$ cat config.mk
export PLATFORM = sky130hd
export DESIGN_NAME = mcpu_exec_ctrl
export DESIGN_NICKNAME = d
export VERILOG_FILES = /design/src/rtl/mcpu_exec_ctrl.sv
export SDC_FILE = /design/constraint.sdc
export NUM_CORES = 1
export LEC_CHECK = 0
export BUFFER_PORTS_ARGS = -buffer_cell sky130_fd_sc_hd__buf_2
export CORE_ASPECT_RATIO = 0.7
export CORE_MARGIN = 2
export CORE_UTILIZATION = 30
export DETAILED_ROUTE_END_ITERATION = 7
export PLACE_DENSITY = 0.48
export SKIP_CTS_REPAIR_TIMING = 1
export SYNTH_ARGS = -nofsm -noshare
export SYNTH_HDL_FRONTEND = slang
export SYNTH_SLANG_ARGS = --single-unit
$ cat constraint.sdc
create_clock -name clk -period 2.15 [get_ports clk]
set_input_delay 0.3225 -clock clk [delete_from_list [all_inputs] [get_ports clk]]
set_output_delay 0.3225 -clock clk [all_outputs]
set_load 0.01 [all_outputs]
$ cat src/rtl/mcpu_exec_ctrl.sv
// mcpu_exec_ctrl: serial execute controller and register file feeding mcpu_alu.
// One instruction is accepted at a time and runs through a fixed four-state
// sequence, so throughput is one instruction every four cycles.
//
// Ports:
//   clk, rst_n              clock, asynchronous active-low reset
//   instr, instr_valid      instruction {op[2:0], rd, rs1, rs2} and its valid
//   instr_ready             high while idle and able to accept an instruction
//   alu_opcode/r1/r2        registered opcode and operands driven to the ALU
//   alu_out, alu_overflow   combinational ALU result and carry out of ADD
//   done                    one-cycle pulse during write-back
//   ovf_flag                overflow of the most recent ALU operation
//   dbg_addr, dbg_data      combinational register readout
//
// state   | meaning
// S_IDLE  | ready for an instruction; latch it on valid
// S_READ  | read sources into ALU operands, or form LOADI/MOV result
// S_EXEC  | ALU ops capture result and overflow from the ALU
// S_WRITE | write result to rd, update ovf_flag for ALU ops, pulse done

module mcpu_exec_ctrl #(
   parameter int CMD_SIZE  = 2,
   parameter int WORD_SIZE = 2,
   parameter int REG_ADDR  = 2,
   localparam int INSTR_W  = 3 + 3*REG_ADDR
) (
   input  logic                 clk,
   input  logic                 rst_n,
   input  logic [INSTR_W-1:0]   instr,
   input  logic                 instr_valid,
   output logic                 instr_ready,
   output logic [CMD_SIZE-1:0]  alu_opcode,
   output logic [WORD_SIZE-1:0] alu_r1,
   output logic [WORD_SIZE-1:0] alu_r2,
   input  logic [WORD_SIZE-1:0] alu_out,
   input  logic                 alu_overflow,
   output logic                 done,
   output logic                 ovf_flag,
   input  logic [REG_ADDR-1:0]  dbg_addr,
   output logic [WORD_SIZE-1:0] dbg_data
);

   localparam int NREGS = 1 << REG_ADDR;
   localparam int IMM_W = 2*REG_ADDR;

   localparam logic [2:0] OP_LOADI = 3'd4;
   localparam logic [2:0] OP_MOV   = 3'd5;

   typedef enum logic [1:0] {S_IDLE, S_READ, S_EXEC, S_WRITE} state_t;

   state_t                 state_q, state_d;
   logic [INSTR_W-1:0]     instr_q, instr_d;
   logic [WORD_SIZE-1:0]   result_q, result_d;
   logic                   pend_ovf_q, pend_ovf_d;
   logic [CMD_SIZE-1:0]    alu_opcode_q, alu_opcode_d;
   logic [WORD_SIZE-1:0]   alu_r1_q, alu_r1_d;
   logic [WORD_SIZE-1:0]   alu_r2_q, alu_r2_d;
   logic                   ovf_flag_q, ovf_flag_d;
   logic [WORD_SIZE-1:0]   regs_q [NREGS];
   logic [WORD_SIZE-1:0]   regs_d [NREGS];

   logic [2:0]             op;
   logic [REG_ADDR-1:0]    rd, rs1, rs2;
   logic                   is_alu, is_write;
   logic [IMM_W+WORD_SIZE-1:0] imm_ext;

   always_comb begin
      op       = instr_q[INSTR_W-1 -: 3];
      rd       = instr_q[3*REG_ADDR-1 -: REG_ADDR];
      rs1      = instr_q[2*REG_ADDR-1 -: REG_ADDR];
      rs2      = instr_q[REG_ADDR-1:0];
      is_alu   = ~op[2];
      is_write = is_alu | (op == OP_LOADI) | (op == OP_MOV);
      // Zero-extend first so the low slice serves both truncation and extension.
      imm_ext  = {{WORD_SIZE{1'b0}}, rs1, rs2};
   end

   always_comb begin
      state_d      = state_q;
      instr_d      = instr_q;
      result_d     = result_q;
      pend_ovf_d   = pend_ovf_q;
      alu_opcode_d = alu_opcode_q;
      alu_r1_d     = alu_r1_q;
      alu_r2_d     = alu_r2_q;
      ovf_flag_d   = ovf_flag_q;
      regs_d       = regs_q;
      case (state_q)
         S_IDLE: begin
            if (instr_valid) begin
               instr_d = instr;
               state_d = S_READ;
            end
         end
         S_READ: begin
            if (is_alu) begin
               alu_r1_d     = regs_q[rs1];
               alu_r2_d     = regs_q[rs2];
               alu_opcode_d = CMD_SIZE'(op[1:0]);
            end else if (op == OP_LOADI) begin
               result_d = imm_ext[WORD_SIZE-1:0];
            end else if (op == OP_MOV) begin
               result_d = regs_q[rs1];
            end
            state_d = S_EXEC;
         end
         S_EXEC: begin
            if (is_alu) begin
               result_d   = alu_out;
               pend_ovf_d = alu_overflow;
            end
            state_d = S_WRITE;
         end
         S_WRITE: begin
            if (is_write) regs_d[rd] = result_q;
            if (is_alu)   ovf_flag_d = pend_ovf_q;
            state_d = S_IDLE;
         end
         default: state_d = S_IDLE;
      endcase
   end

   always_ff @(posedge clk or negedge rst_n) begin
      if (!rst_n) begin
         state_q      <= S_IDLE;
         instr_q      <= '0;
         result_q     <= '0;
         pend_ovf_q   <= 1'b0;
         alu_opcode_q <= '0;
         alu_r1_q     <= '0;
         alu_r2_q     <= '0;
         ovf_flag_q   <= 1'b0;
         for (int i = 0; i < NREGS; i++) regs_q[i] <= '0;
      end else begin
         state_q      <= state_d;
         instr_q      <= instr_d;
         result_q     <= result_d;
         pend_ovf_q   <= pend_ovf_d;
         alu_opcode_q <= alu_opcode_d;
         alu_r1_q     <= alu_r1_d;
         alu_r2_q     <= alu_r2_d;
         ovf_flag_q   <= ovf_flag_d;
         regs_q       <= regs_d;
      end
   end

   assign instr_ready = (state_q == S_IDLE);
   assign done        = (state_q == S_WRITE);
   assign alu_opcode  = alu_opcode_q;
   assign alu_r1      = alu_r1_q;
   assign alu_r2      = alu_r2_q;
   assign ovf_flag    = ovf_flag_q;
   assign dbg_data    = regs_q[dbg_addr];

endmodule

; ---- Word-level counts from Yosys, hierarchy flattened
; Index checks and enable logic that the tools add are counted.
[classes]
n_addsub = 0
magnitude_cmp = 5
div_mod_pow = 0
muxes = 19
shift = 0
n_reduce_logical = 9
multipliers = 0
n_eq_ne = 9
bitwise_logic = 7
[ops]
columns = operator, n
row1 = $mux 2, 12
row2 = $bmux 2 s2, 3
row3 = $ge 3x3->1 const B, 4
row4 = $not 2->3, 4
row5 = $reduce_and 2->1, 5
row6 = $bwmux 8, 1
row7 = $pmux 2 s4, 1
row8 = $eq 3x3->1 const B, 2
row9 = $ne 2x2->1 const B, 3
row10 = $demux 2 s2, 1
row11 = $eq 2x2->1 const B, 2
row12 = $pmux 2 s2, 1
row13 = $reduce_and 4->1, 1
row14 = $lt 3x1->1 const B, 1
row15 = $ne 3x3->1 const B, 1
row16 = $eq 2x1->1 const B, 1
row17 = $logic_not 2->1, 1
row18 = $or 1x1->1, 2
row19 = $reduce_bool 2->1, 1
row20 = $logic_and 1x1->1, 1
row21 = $not 1->1, 1
[totals]
latchBits = 0
word_cells = 61
reg_bits = 29
ram_bits = 0
memories = 0
in_bits = 17
mem_bits_ro = 0

; ---- Logic depth before layout (Yosys ltp)
[depth]
depth_word = 8
depth_mapped = 5
depth_no_buf = 5

; ---- Worst setup path before layout
; Ideal clock, no wire load.
[synth_path]
path_kind = flip-flop to flip-flop
start = register state_q[0]
end = register regs_q[6] in the netlist's numbering
arrival_ps = 1568
n_path_buf = 0
setup_time_ps = 125
slack_ps = 458
path_stages_with_launch = 5
cell_sequence = dfrtp_1 ha_1 a21boi_0 nor3b_1 mux2_2
[synth_via]
elab_chain_cells = 2
[synth_rtl]
columns = element, line_no
row1 = start: declaration, 51  ; state_t state_q, state_d;
row2 = start signal: assignment, 135  ; state_q <= state_d;
row3 = $eq 2x2->1, n/a
row4 = named net done, 37  ; output logic done,
row5 = $reduce_and 2->1 (no source line), n/a
row6 = end signal: assignment, 143  ; regs_q <= regs_d;
row7 = end: declaration, 59  ; logic [WORD_SIZE-1:0] regs_q [NREGS];
; The timed path passes the listed nets, and every way through them passes these cells.
; A chain may end at the register's enable or synchronous reset.

; ---- Final worst setup path
[layout_path]
start = register state_q[0]
end = register regs_q[6] in the netlist's numbering
[layout_via]
elab_chain_cells = 2
[layout_rtl]
columns = element, line_no
row1 = $eq 2x2->1, 88  ; case (state_q)
row2 = $reduce_and 2->1 (no source line), n/a
; No other way between the ends.

==> reports/metrics.yaml <==
floorplanning:
  num_rows: 20
  dieArea_um2: 5200
  core_area_um2: 4400
  die_w_um: 85.3
  io_pins: 28
  die_y_um: 60.9
  initial_core_util: 0.315
timing:
  min_period_over_period: 0.834
  maxSlewViolCount: 0
  grt_setup_unrepaired: "false"
  finalWorstSetupSlack_ps: 357
  period_minus_slack_ps: 1790
  hold_viol: 0
  tns_ps: 0
  finalClockSkew_ps: 6.17
  tightest_slew_ps: 681
  slew_headroom: 0.546
  setup_viol: 0
  max_freq_mhz: 558
grt:
  met2_usage: 0.181
  grt_usage: 0.124
  grt_pass1_vias: 911
  grt_antenna_before_repair: 0
  grt_max_degree: 30
  gr-usage-met3: 0.0449
  top_usage_layer: "met2"
  overflow: 0
  grt_pass1_wl_mm: 4.57
  grt_use_met1: 0.164
power_and_ir_drop:
  irDropWorstVdd_v: 0.000537
  p_per_area_nw_per_um2: 1470
  leakage_nw: 0.767
place:
  numPortBuffers: 27
  hpwl_mm: 2.19
  gp_congestion: 0.751
  post-place-ws_ps: 355
clocking:
  clockBufferDepth: 2
  cts_made_buffers: 5
  numClockSinks: 29
  clock_latency_ps: 270
  cts_tree: "yes"
  path_clk_slew_ps: 60
  clock-root-buffer: "clkbuf_8"
  htreeDepth: 2
worst_setup_path:
  path_cells: "ha_1 -> a21boi_0 -> nor3b_1 -> mux2_2"
  cp.required_ps: 2300
  arrival_ps: 1950
  slowest_stage: "dfrtp_1"
  startpoint_type: "flip-flop"
  crit_type: "flip-flop to flip-flop"
  crit_path_end_kind: "flip-flop"
  slowest_delay_ps: 390
  critPathMaxFanout: 4
run_status:
  status: "completed"
logic_synthesis:
  synth_top_family_by_area: "multiplexers"
  yosysWarnings: 0
  netlist_instances: 94
  synth_compound_area_frac: 0.0405
  syn_area_um2: 1390
  ys_ff_latch: 29
  synthArstFlopShare: 1.00
  synth_mux_area_frac: 0.300
  ys_seq_area_frac: 0.523
  synth-main-ff-cell: "dfrtp_1"
  synth_fa_ha_area_frac: 0.0360
  syn_area_per_cell_um2: 14.8
  ys_types: 24
  syn_nets: 115
  synth-simple-area-share: 0.0901
  synth-edff-count: 0
  synth-xor-area-share: 0
hold_path:
  hold_path_class: "input pin to async pin"
routing:
  via_per_inst: 4.85
  drt.antenna.violating_nets: 0
  drt-total-wl_mm: 2.82
  firstDrtPassIters: 4
  num_vias: 883
  wl_per_cell_um: 15.5
  remaining_drc_errors: 0
  drt_iter0_markers: 28
final_layout:
  layout.nets: 148
  synthToLayoutAreaGrowth_pct: 20.6
  n_antenna_cell: 0
  drive_gt1_frac: 0.504
flow_run:
  cap_violations: 0
## sequential cells by signal (all words and copies together), names as in the netlist
name and flops:
alu_r2 2, alu_opcode 2, pend_ovf_q 1, regs_q 8, ovf_flag 1, state_q 2
instr_q 9, result_q 2, alu_r1 2
## per-stage QoR
step | utilization | total power, W | instances | hold slack [ps] | cell area [um^2]
2_1_floorplan | - | 0.00173 | 94 | 26.9 | 1390
3_3_place_gp | 0.361 | 0.00201 | 175 | 382 | 1590
3_5_place_dp | 0.361 | 0.00206 | 175 | 402 | 1590
4_1_cts | 0.380 | 0.00251 | 182 | 104 | 1680
5_1_grt | 0.380 | 0.00267 | 182 | 125 | 1680
6_report | 0.380 | 0.00247 | 182 | 85.4 | 1680
## worst max-delay path: cells and delay by family (launching register included)
kind | cells | cell delay (ps)
AOI/OAI and AO/OA | 1 | 350
DFF | 1 | 390
and+or+nand+nor | 1 | 360
muxes | 1 | 380
adders and majority gates | 1 | 200
## cell usage in the layout (no fill, tap or decap), types with 2 or more instances in the layout
cell      instances
and2b_1           3
inv_1             3
nand2_1           2
nor4bb_1          2
mux4_2            6
buf_2            27
or3b_1            2
nand3b_1          3
mux2_2           25
nor3b_1           2
dfrtp_1          29
ha_1              4
clkbuf_8          6
## worst paths after layout
kind                              end  cells past startpoint  slack, ps        from
min in group clk           instr_q[0]                      2        280    instr[0]
hold reg to reg             alu_r1[0]                      1        500   alu_r1[0]
setup / recovery            regs_q[6]                      4        360  state_q[0]
hold / removal             state_q[0]                      1         90       rst_n
setup reg to reg            regs_q[6]                      4        360  state_q[0]
max in group asynchronous  instr_q[7]                      1       1620       rst_n
## report_power, final
group / switching (W) / total (W) / internal, W
Sequential: 0.000259 / 0.00107 / 0.000808
Clock: 0.000183 / 0.000436 / 0.000253
Combinational: 0.000388 / 0.000965 / 0.000577
Total: 0.000830 / 0.00247 / 0.00164
## area by class of cell
cell class | instances | area (um^2)
fillers | 434 | 2730
flip-flops and latches | 29 | 726
multi-input cells | 61 | 648
repair buffers | 27 | 135
clock buffers | 7 | 86.3
well taps | 55 | 68.8
inverters | 3 | 11.3
## logic make-up after synthesis
| family | count (synthesis) |
|---|---|
| and+or+nand+nor | 18 |
| DFF | 29 |
| buffers and inverters | 4 |
| AOI/OAI and AO/OA | 8 |
| muxes | 31 |
| adders and majority gates | 4 |
## per-layer routing
metal | routed length [um] | vias up | share of wire
met3 | 151 | 5 | 0.054
met2 | 1250 | 21 | 0.44
met4 | 31 | 0 | 0.011
met5 | 0 | - | 0
met1 | 1390 | 439 | 0.49
li1 | - | 418 | -
## synthesized netlist by cell type (2+ instances only)
| cell type | instances | area [um^2] |
|---|---|---|
| ha_1 | 4 | 50.1 |
| mux2_2 | 25 | 282 |
| nand3b_1 | 3 | 22.5 |
| nor4bb_1 | 2 | 20.0 |
| dfrtp_1 | 29 | 726 |
| mux4_2 | 6 | 135 |
| nand2_1 | 2 | 7.51 |
| and2b_1 | 3 | 22.5 |
| nor3b_1 | 2 | 15.0 |
| or3b_1 | 2 | 17.5 |
| inv_1 | 3 | 11.3 |
No activity file was read; power rests on OpenSTA's default activity.
